<file path="src/rtl/hack_cpu.sv">
// hack_cpu: single-cycle Hack CPU core.
//
// Holds the A, D and PC registers and retires one instruction per clock
// unless stalled or in reset. The ALU is a separate module in this file.
//
// Ports:
//   clk          rising-edge clock for all state
//   reset        synchronous, active-high; loads A=0, D=0, PC=RESET_PC
//   instruction  16-bit Hack instruction fetched at pc
//   inM          data-memory read value at addressM (combinational)
//   stall        when high, no register updates and no memory write
//   outM         ALU result (combinational)
//   writeM       data-memory write strobe for the current cycle
//   addressM     data-memory address, A[14:0] before the clock edge
//   pc           instruction-memory address

// Hack ALU: each control bit pre-conditions an operand or the result.
module alu (
  input  logic [15:0] x,
  input  logic [15:0] y,
  input  logic        zx,
  input  logic        nx,
  input  logic        zy,
  input  logic        ny,
  input  logic        f,
  input  logic        no,
  output logic [15:0] out,
  output logic        zr,
  output logic        ng
);
  logic [15:0] x_z, x_n, y_z, y_n, f_out;

  always_comb begin
    x_z   = zx ? 16'h0000 : x;
    x_n   = nx ? ~x_z : x_z;
    y_z   = zy ? 16'h0000 : y;
    y_n   = ny ? ~y_z : y_z;
    f_out = f ? (x_n + y_n) : (x_n & y_n);
    out   = no ? ~f_out : f_out;
    zr    = (out == 16'h0000);
    ng    = out[15];
  end
endmodule

module hack_cpu #(
  parameter logic [14:0] RESET_PC = 15'h0000
) (
  input  logic        clk,
  input  logic        reset,
  input  logic [15:0] instruction,
  input  logic [15:0] inM,
  input  logic        stall,
  output logic [15:0] outM,
  output logic        writeM,
  output logic [14:0] addressM,
  output logic [14:0] pc
);
  logic [15:0] a_reg, d_reg;
  logic [14:0] pc_reg;
  logic [15:0] a_next, d_next;
  logic [14:0] pc_next;

  logic [15:0] alu_y, alu_out;
  logic        alu_zr, alu_ng;
  logic        is_c, jmp;

  assign is_c  = instruction[15];
  // The 'a' bit selects memory or the A register as the second operand.
  assign alu_y = instruction[12] ? inM : a_reg;

  alu u_alu (
    .x  (d_reg),
    .y  (alu_y),
    .zx (instruction[11]),
    .nx (instruction[10]),
    .zy (instruction[9]),
    .ny (instruction[8]),
    .f  (instruction[7]),
    .no (instruction[6]),
    .out(alu_out),
    .zr (alu_zr),
    .ng (alu_ng)
  );

  // Jump bits select "negative", "zero" and "positive" outcomes.
  assign jmp = (instruction[2] & alu_ng) |
               (instruction[1] & alu_zr) |
               (instruction[0] & ~alu_ng & ~alu_zr);

  always_comb begin
    a_next  = a_reg;
    d_next  = d_reg;
    pc_next = pc_reg + 15'd1;  // natural 15-bit wrap
    if (!is_c) begin
      a_next = {1'b0, instruction[14:0]};
    end else begin
      if (instruction[5]) a_next = alu_out;
      if (instruction[4]) d_next = alu_out;
      // Jump target uses the A value from before this edge.
      if (jmp) pc_next = a_reg[14:0];
    end
  end

  always_ff @(posedge clk) begin
    if (reset) begin
      a_reg  <= 16'h0000;
      d_reg  <= 16'h0000;
      pc_reg <= RESET_PC;
    end else if (!stall) begin
      a_reg  <= a_next;
      d_reg  <= d_next;
      pc_reg <= pc_next;
    end
  end

  assign outM     = alu_out;
  assign writeM   = is_c & instruction[3] & ~stall & ~reset;
  assign addressM = a_reg[14:0];
  assign pc       = pc_reg;
endmodule

</file>
<file path="config.mk">
export PLATFORM = sky130hd
export DESIGN_NAME = hack_cpu
export DESIGN_NICKNAME = d
export VERILOG_FILES = /design/src/rtl/hack_cpu.sv
export SDC_FILE = /design/constraint.sdc
export NUM_CORES = 1
export LEC_CHECK = 0
export ABC_AREA = 0
export CAP_MARGIN = 25
export CORE_MARGIN = 2
export CORE_UTILIZATION = 45
export DETAILED_ROUTE_END_ITERATION = 10
export PLACE_DENSITY = 0.78
export RECOVER_POWER = 50
export SETUP_SLACK_MARGIN = 0.2
export SLEW_MARGIN = 20
export SYNTH_ARGS = -nofsm -noshare
export SYNTH_HDL_FRONTEND = slang
export SYNTH_SLANG_ARGS = --single-unit
</file>
<file path="constraint.sdc">
create_clock -name clk -period 7.8 [get_ports clk]
set_clock_uncertainty 0.2 [all_clocks]
set_input_delay 1.56 -clock clk [delete_from_list [all_inputs] [get_ports clk]]
set_output_delay 1.56 -clock clk [all_outputs]
set_load 0.1 [all_outputs]
</file>
==> results.sh, run 1 <==
export IMPL_status="completed"
export IMPL_path_cells="dlygate4sd3_1, buf_4, mux2i_1, nor2_1, xor2_1, ha_1, nand2_1, nor3_1, a21oi_1, o211a_1, or2_2, nor2_1, a21oi_1, xnor2_2, buf_12"
export IMPL_antenna_found_initial=0
export IMPL_dieWidth_um=103
export IMPL_avgViaCountPerCell=5.73
export IMPL_cts_hold_buf=0
export IMPL_p_int_w=0.000544
export IMPL_syn_area_per_cell_sq_um=7.45
export IMPL_hp_class="flip-flop to flip-flop"
export IMPL_path_delay_family="buffers and inverters"
export IMPL_die_y_um=103
export IMPL_insertion_delay_ns=0.31
export IMPL_path_buf_inv=3
export IMPL_cp_required_ns=6.04
export IMPL_ir_worst_vdd_mv=0.162
export IMPL_met2_usage_pct=39.9
export IMPL_track_usage_pct=23.2
export IMPL_first_iter_violations=222
export IMPL_synth_edff_count=0
export IMPL_ys_flop_type="dfxtp_1"
export IMPL_finalWirelength_mm=12.3
export IMPL_ctsResizeCount=0
export IMPL_cts_max_level=2
export IMPL_clock_path_buffers=2
export IMPL_crit_type="primary input to output pin"
export IMPL_pwr_share_clk_pct=14.5
export IMPL_use_met1_pct=30.6
export IMPL_ys_seq_area_share_pct=21.2
export IMPL_grt_ovfl_total=0
export IMPL_hpwl_mm=9.26
export IMPL_slowest_stage="dlygate4sd3_1"
export IMPL_period_share_pct=90.6
export IMPL_post_route_min_period_ns=7.07
export IMPL_tns_ns=0
export IMPL_first_global_vias=4016
export IMPL_synth_top_area_share_pct=21.2
export IMPL_syn_area_sq_um=4430
export IMPL_slew_headroom_pct=33.6
export IMPL_n_antenna_cell=0
export IMPL_wl_per_cell_um=16.1
export IMPL_fill_cells=917
export IMPL_finalSetupViolCount=0
export IMPL_finalHoldViolCount=0
export IMPL_core_region_area_sq_um=9680
export IMPL_synthCells=595
export IMPL_die_area_sq_um=10700
export IMPL_cts_tree="done"
export IMPL_area_growth_pct=20.9
export IMPL_final_util_pct=55.3
export IMPL_cts_buffers=5
export IMPL_fp_row_count=36
export IMPL_final_antenna_net_count=0
export IMPL_async_flop_share_pct=0
export IMPL_fmax_mhz=141
export IMPL_firstDrtPassIters=4
export IMPL_grt_max_degree=50
export IMPL_cts_root_buffer="clkbuf_8"
export IMPL_synth_most_common_cell="nand2_1"
export IMPL_via_count=4398
export IMPL_start_util_pct=45.8
export IMPL_grt_first_pass_wirelength_mm=19.7
export IMPL_cap_violations=0
export IMPL_synth_top_cell_by_area="dfxtp_1"
export IMPL_synth_area_top_cells="dfxtp_1 (21%), mux2i_1 (8.6%), xnor2_1 (6.9%), nand2_1 (6.4%), nor2_1 (4.9%)"
export IMPL_ys_seq_elements=47
export IMPL_cts_sinks=47
export IMPL_synthTopCellsByCount="nand2_1 (75), nor2_1 (58), dfxtp_1 (47), mux2i_1 (38)"
export IMPL_crit_fanout=16
export IMPL_drive_gt1_share_pct=7.41
export IMPL_seqPwrFrac_pct=23.9
export IMPL_drv_slew=0
export IMPL_p_switching_w=0.000604
export IMPL_arrival_ns=5.31
export IMPL_ys_warn_count=0
export IMPL_gp_routability_congestion=0.898
export IMPL_endpoint_kind="output pin"
export IMPL_powerDensity_nw_per_um2=214
export IMPL_cts_setup_buffers=0
export IMPL_startpoint_type="primary input"
export IMPL_critical_path_max_stage_delay_ns=0.58
export IMPL_p_sw_share_pct=52.6
export IMPL_busiest_layer="met2"
export IMPL_rsz0062_at_grt="no"
export IMPL_clk_pin_slew_ns=0.09
export IMPL_ys_types=61
export IMPL_power_leakage_nw=2.09
export IMPL_io_pins=82
export IMPL_fin_nets=686
export IMPL_use_met3_pct=3.02
export IMPL_drc_errors=0
export IMPL_combPwrFrac_pct=61.6
export IMPL_tightest_slew_ns=0.992
export IMPL_syn_nets=648
export IMPL_port_buffers=81
## per-layer routing
| metal | routed length (um) | up-vias |
|---|---|---|
| met1 | 5580 | 2066 |
| met2 | 5890 | 140 |
| met3 | 647 | 19 |
| li1 | - | 2173 |
| met4 | 204 | 0 |
| met5 | 0 | - |
## path summary, 6_finish.rpt
path / from / endpoint / depth (start not counted) / slack [ns]
hold reg to reg: d_reg[11] / d_reg[11] / 2 / 0.26
setup / recovery: instruction[12] / outM[13] / 15 / 0.73
hold / removal: d_reg[11] / d_reg[11] / 2 / 0.26
setup reg to reg: a_reg[0] / pc[13] / 16 / 2.76
## area by class of cell
cell class                 instances  area, sq um  share of cell area, %
inverter                           6         22.5                  0.420
tap                              133          166                   3.10
sequential                        47          941                   17.6
clock inverter                     2         13.8                  0.257
clock buffer                       6         82.6                   1.54
multi-input combinational        483         3200                   59.6
timing repair buffer              90          938                   17.5
## through the flow
stage          cells  hold slack [ns]  total power, W  setup slack, ns  instance area (sq um)
2_1_floorplan    595            0.237        0.000812            0.280                   4450
3_3_place_gp     759            0.244        0.000978            0.938                   5260
4_1_cts          767            0.266         0.00115            0.822                   5350
5_1_grt          767            0.289         0.00120            0.485                   5360
3_5_place_dp     759            0.253        0.000987            0.839                   5260
6_report         767            0.263         0.00115            0.732                   5360
## power by group through the flow
| stage | clock (W) | sequential, W | combinational [W] |
|---|---|---|---|
| after floorplan | 0 | 0.000310 | 0.000502 |
| after global placement | 0 | 0.000279 | 0.000699 |
| after detailed placement | 0 | 0.000280 | 0.000706 |
| after CTS | 0.000169 | 0.000274 | 0.000709 |
| after global routing | 0.000180 | 0.000277 | 0.000745 |
| final | 0.000166 | 0.000274 | 0.000708 |
## tightest hold or removal path: stages (launching register included)
cell and delay (ns):
dfxtp_1 0.32, nand2_1 0.05, a21oi_1 0.05
## cells in the final DEF, fill, tap and decap left out, drive strengths merged, types with 2 or more instances in the layout
| cell type | netlist | routed |
|---|---|---|
| nand2 | 75 | 75 |
| nor2 | 58 | 58 |
| dfxtp | 47 | 47 |
| mux2i | 38 | 38 |
| a21oi | 35 | 35 |
| xnor2 | 35 | 35 |
| clkdlybuf4s50 | 0 | 33 |
| dlygate4sd3 | 0 | 32 |
| buf | 30 | 25 |
| a211oi | 22 | 22 |
| nand2b | 22 | 22 |
| xor2 | 18 | 18 |
| ha | 17 | 17 |
| a21o | 16 | 16 |
| nand3 | 15 | 15 |
| o21ai | 15 | 15 |
| nand3b | 14 | 14 |
| and3 | 13 | 13 |
| a31oi | 13 | 13 |
| or3 | 11 | 11 |
| nor3 | 11 | 11 |
| inv | 6 | 7 |
| clkbuf | 29 | 6 |
| o211ai | 6 | 6 |
| nand4 | 5 | 5 |
| or2 | 3 | 3 |
| and2 | 3 | 3 |
| nor2b | 3 | 3 |
| or4 | 3 | 3 |
| o21a | 2 | 2 |
| nor4 | 2 | 2 |
| and4 | 2 | 2 |
| nor3b | 2 | 2 |
| nor4b | 2 | 2 |
| o311ai | 2 | 2 |
| a2111oi | 2 | 2 |
## kinds of logic after synthesis
kind of cell	synth area share [%]
buf+inv	7.28
flops	21.2
mux	8.58
compound gates	19.1
simple gates	28.1
xor+xnor	10.5
fa+ha+maj	5.25
Note: power is estimated with default switching activity, not from simulation.
==> run 2, diff against run 1 <==
Settings changed: CELL_PAD_IN_SITES_DETAIL_PLACEMENT from default to 1, CELL_PAD_IN_SITES_GLOBAL_PLACEMENT from default to 1, CORE_UTILIZATION 45 to 39, PLACE_DENSITY 0.78 to 0.9.
==> run 2 against run 1 <==
  * First-iteration DRC count up 5.0%
  * Global-route usage up 2.6 points
  * Register-to-register slack worse by 0.24 ns
  * Routed wire length up 30%
  * Flip-flop and latch count unchanged
  * Sequential share of layout area down 0.38 points
  * Critical endpoint unchanged
  * Largest power group unchanged
==> results.sh, run 2 (synthesized netlist as in run 1, its figures left out) <==
export IMPL_fin_ws_ns=0.546
export IMPL_wl_met3_mm=1.07
export IMPL_slowest_stage="dlygate4sd3_1"
export IMPL_gp_routability_congestion=0.907
export IMPL_reg2reg_from="a_reg[0]"
export IMPL_crit_type="primary input to output pin"
export IMPL_final_antenna_net_count=0
export IMPL_avgViaCountPerCell=5.96
export IMPL_dieWidth_um=111
export IMPL_cap_violations=0
export IMPL_status="completed"
export IMPL_clock_path_buffers=2
export IMPL_hold_start="d_reg[10]"
export IMPL_finalSetupViolCount=0
export IMPL_cp_required_ns=6.04
export IMPL_hpwl_mm=12.1
export IMPL_antenna_found_initial=0
export IMPL_slew_headroom_pct=32.2
export IMPL_rsz0062_at_grt="no"
export IMPL_finalHoldViolCount=0
export IMPL_fin_nets=693
export IMPL_setup_worst_path_start="instruction[12]"
export IMPL_cts_buffers=5
export IMPL_final_util_pct=49.9
export IMPL_critical_path_max_stage_delay_ns=0.61
export IMPL_grt_max_degree=50
export IMPL_arrival_ns=5.49
export IMPL_drv_slew=0
export IMPL_startpoint_type="primary input"
export IMPL_drc_errors=0
export IMPL_post_route_min_period_ns=7.25
export IMPL_grt_first_pass_wirelength_mm=25.9
export IMPL_dp_slack_ns=0.683
export IMPL_final_common_cell="nand2_1"
export IMPL_first_iter_violations=233
export IMPL_die_y_um=111
export IMPL_powerDensity_nw_per_um2=233
export IMPL_wl_met1_mm=6.72
export IMPL_cts_setup_buffers=0
export IMPL_clk_pin_slew_ns=0.07
export IMPL_hp_class="flip-flop to flip-flop"
export IMPL_io_pins=82
export IMPL_fp_row_count=38
export IMPL_wl_met2_mm=7.83
export IMPL_cts_root_buffer="clkbuf_16"
export IMPL_wl_per_cell_um=20.5
export IMPL_insertion_delay_ns=0.30
export IMPL_finalWirelength_mm=16.0
export IMPL_drive_gt1_share_pct=8.11
export IMPL_path_cells="dlygate4sd3_1, buf_4, mux2i_1, nor2_1, xor2_1, ha_1, nand2_1, nor3_1, a21oi_1, o211a_1, or2_2, nor2_1, a21oi_1, xnor2_2, buf_12"
export IMPL_firstDrtPassIters=4
export IMPL_cts_hold_buf=0
export IMPL_track_usage_pct=25.9
export IMPL_core_region_area_sq_um=11000
export IMPL_via_count=4652
export IMPL_power_total_w=0.00128
export IMPL_endpoint_kind="output pin"
export IMPL_area_growth_pct=23.6
export IMPL_n_antenna_cell=0
export IMPL_final_cell_mix="nand2_1 (75), nor2_1 (58), dfxtp_1 (47), mux2i_1 (38), a21oi_1 (34)"
export IMPL_cts_max_level=2
export IMPL_crit_fanout=15
export IMPL_power_leakage_nw=2.14
export IMPL_fmax_mhz=138
export IMPL_port_buffers=81
export IMPL_tightest_slew_ns=1.01
export IMPL_start_util_pct=40.4
export IMPL_ir_worst_vdd_mv=0.204
export IMPL_tns_ns=0
export IMPL_first_global_vias=4837
export IMPL_die_area_sq_um=12200
export IMPL_ctsResizeCount=0
export IMPL_fill_cells=1360
export IMPL_cts_tree="done"
export IMPL_top_layer_used="met4"
export IMPL_grt_ovfl_total=0
export IMPL_cts_sinks=47
export IMPL_period_share_pct=93.0
==> run 2: cell count changes in the layout (fill, tap and decap cells not counted) <==
cell | previous run | this run
bufinv_16 | 0 | 1
clkbuf_8 | 6 | 0
dlygate4sd3_1 | 32 | 31
buf_4 | 17 | 20
buf_8 | 0 | 1
a21oi_2 | 0 | 1
clkbuf_1 | 0 | 3
clkinvlp_4 | 0 | 1
clkinv_2 | 1 | 0
a21oi_4 | 1 | 0
clkbuf_16 | 0 | 5
clkbuf_2 | 0 | 1
==> run 2: cell type report <==
type                       instances  area, sq um  share of cell area [%]
multi-input combinational        483         3190                    58.2
sequential                        47          941                    17.2
clock buffer                       5          125                    2.28
tap                              140          175                    3.20
inverter                           6         22.5                   0.411
timing repair buffer              97          982                    17.9
clock inverter                     3         46.3                   0.845
==> run 2: layer usage <==
| layer | global-route usage, % | vias up |
|---|---|---|
| met5 | 0 | - |
| met4 | 8.42 | 0 |
| met3 | 4.23 | 29 |
| met2 | 44.6 | 160 |
| met1 | 32.8 | 2281 |
| li1 | - | 2182 |
==> run 2: per-stage QoR <==
stage	instance area, sq um	hold WS (ns)	cells
2_1_floorplan	4450	0.237	595
3_3_place_gp	5310	0.243	772
3_5_place_dp	5320	0.247	773
4_1_cts	5490	0.258	781
5_1_grt	5480	0.285	781
6_report	5480	0.257	781
==> run 2: power breakdown <==
group / switching [W] / internal [W]
clock network: 0.000111 / 0.000153
logic: 0.000516 / 0.000219
registers: 0.0000212 / 0.000257
==> run 2: critical path, delay by kind of cell <==
kind	cells	cell delay [ns]
compound gates	3	0.55
simple gates	5	1.01
buf+inv	3	1.14
mux	1	0.32
fa+ha+maj	1	0.47
xor+xnor	2	0.45
==> run 2: final timing paths <==
check / to / slack (ns) / cells past startpoint
hold reg to reg: d_reg[10] / 0.26 / 2
hold / removal: d_reg[10] / 0.26 / 2
setup reg to reg: pc[9] / 2.52 / 16
setup / recovery: outM[13] / 0.55 / 15
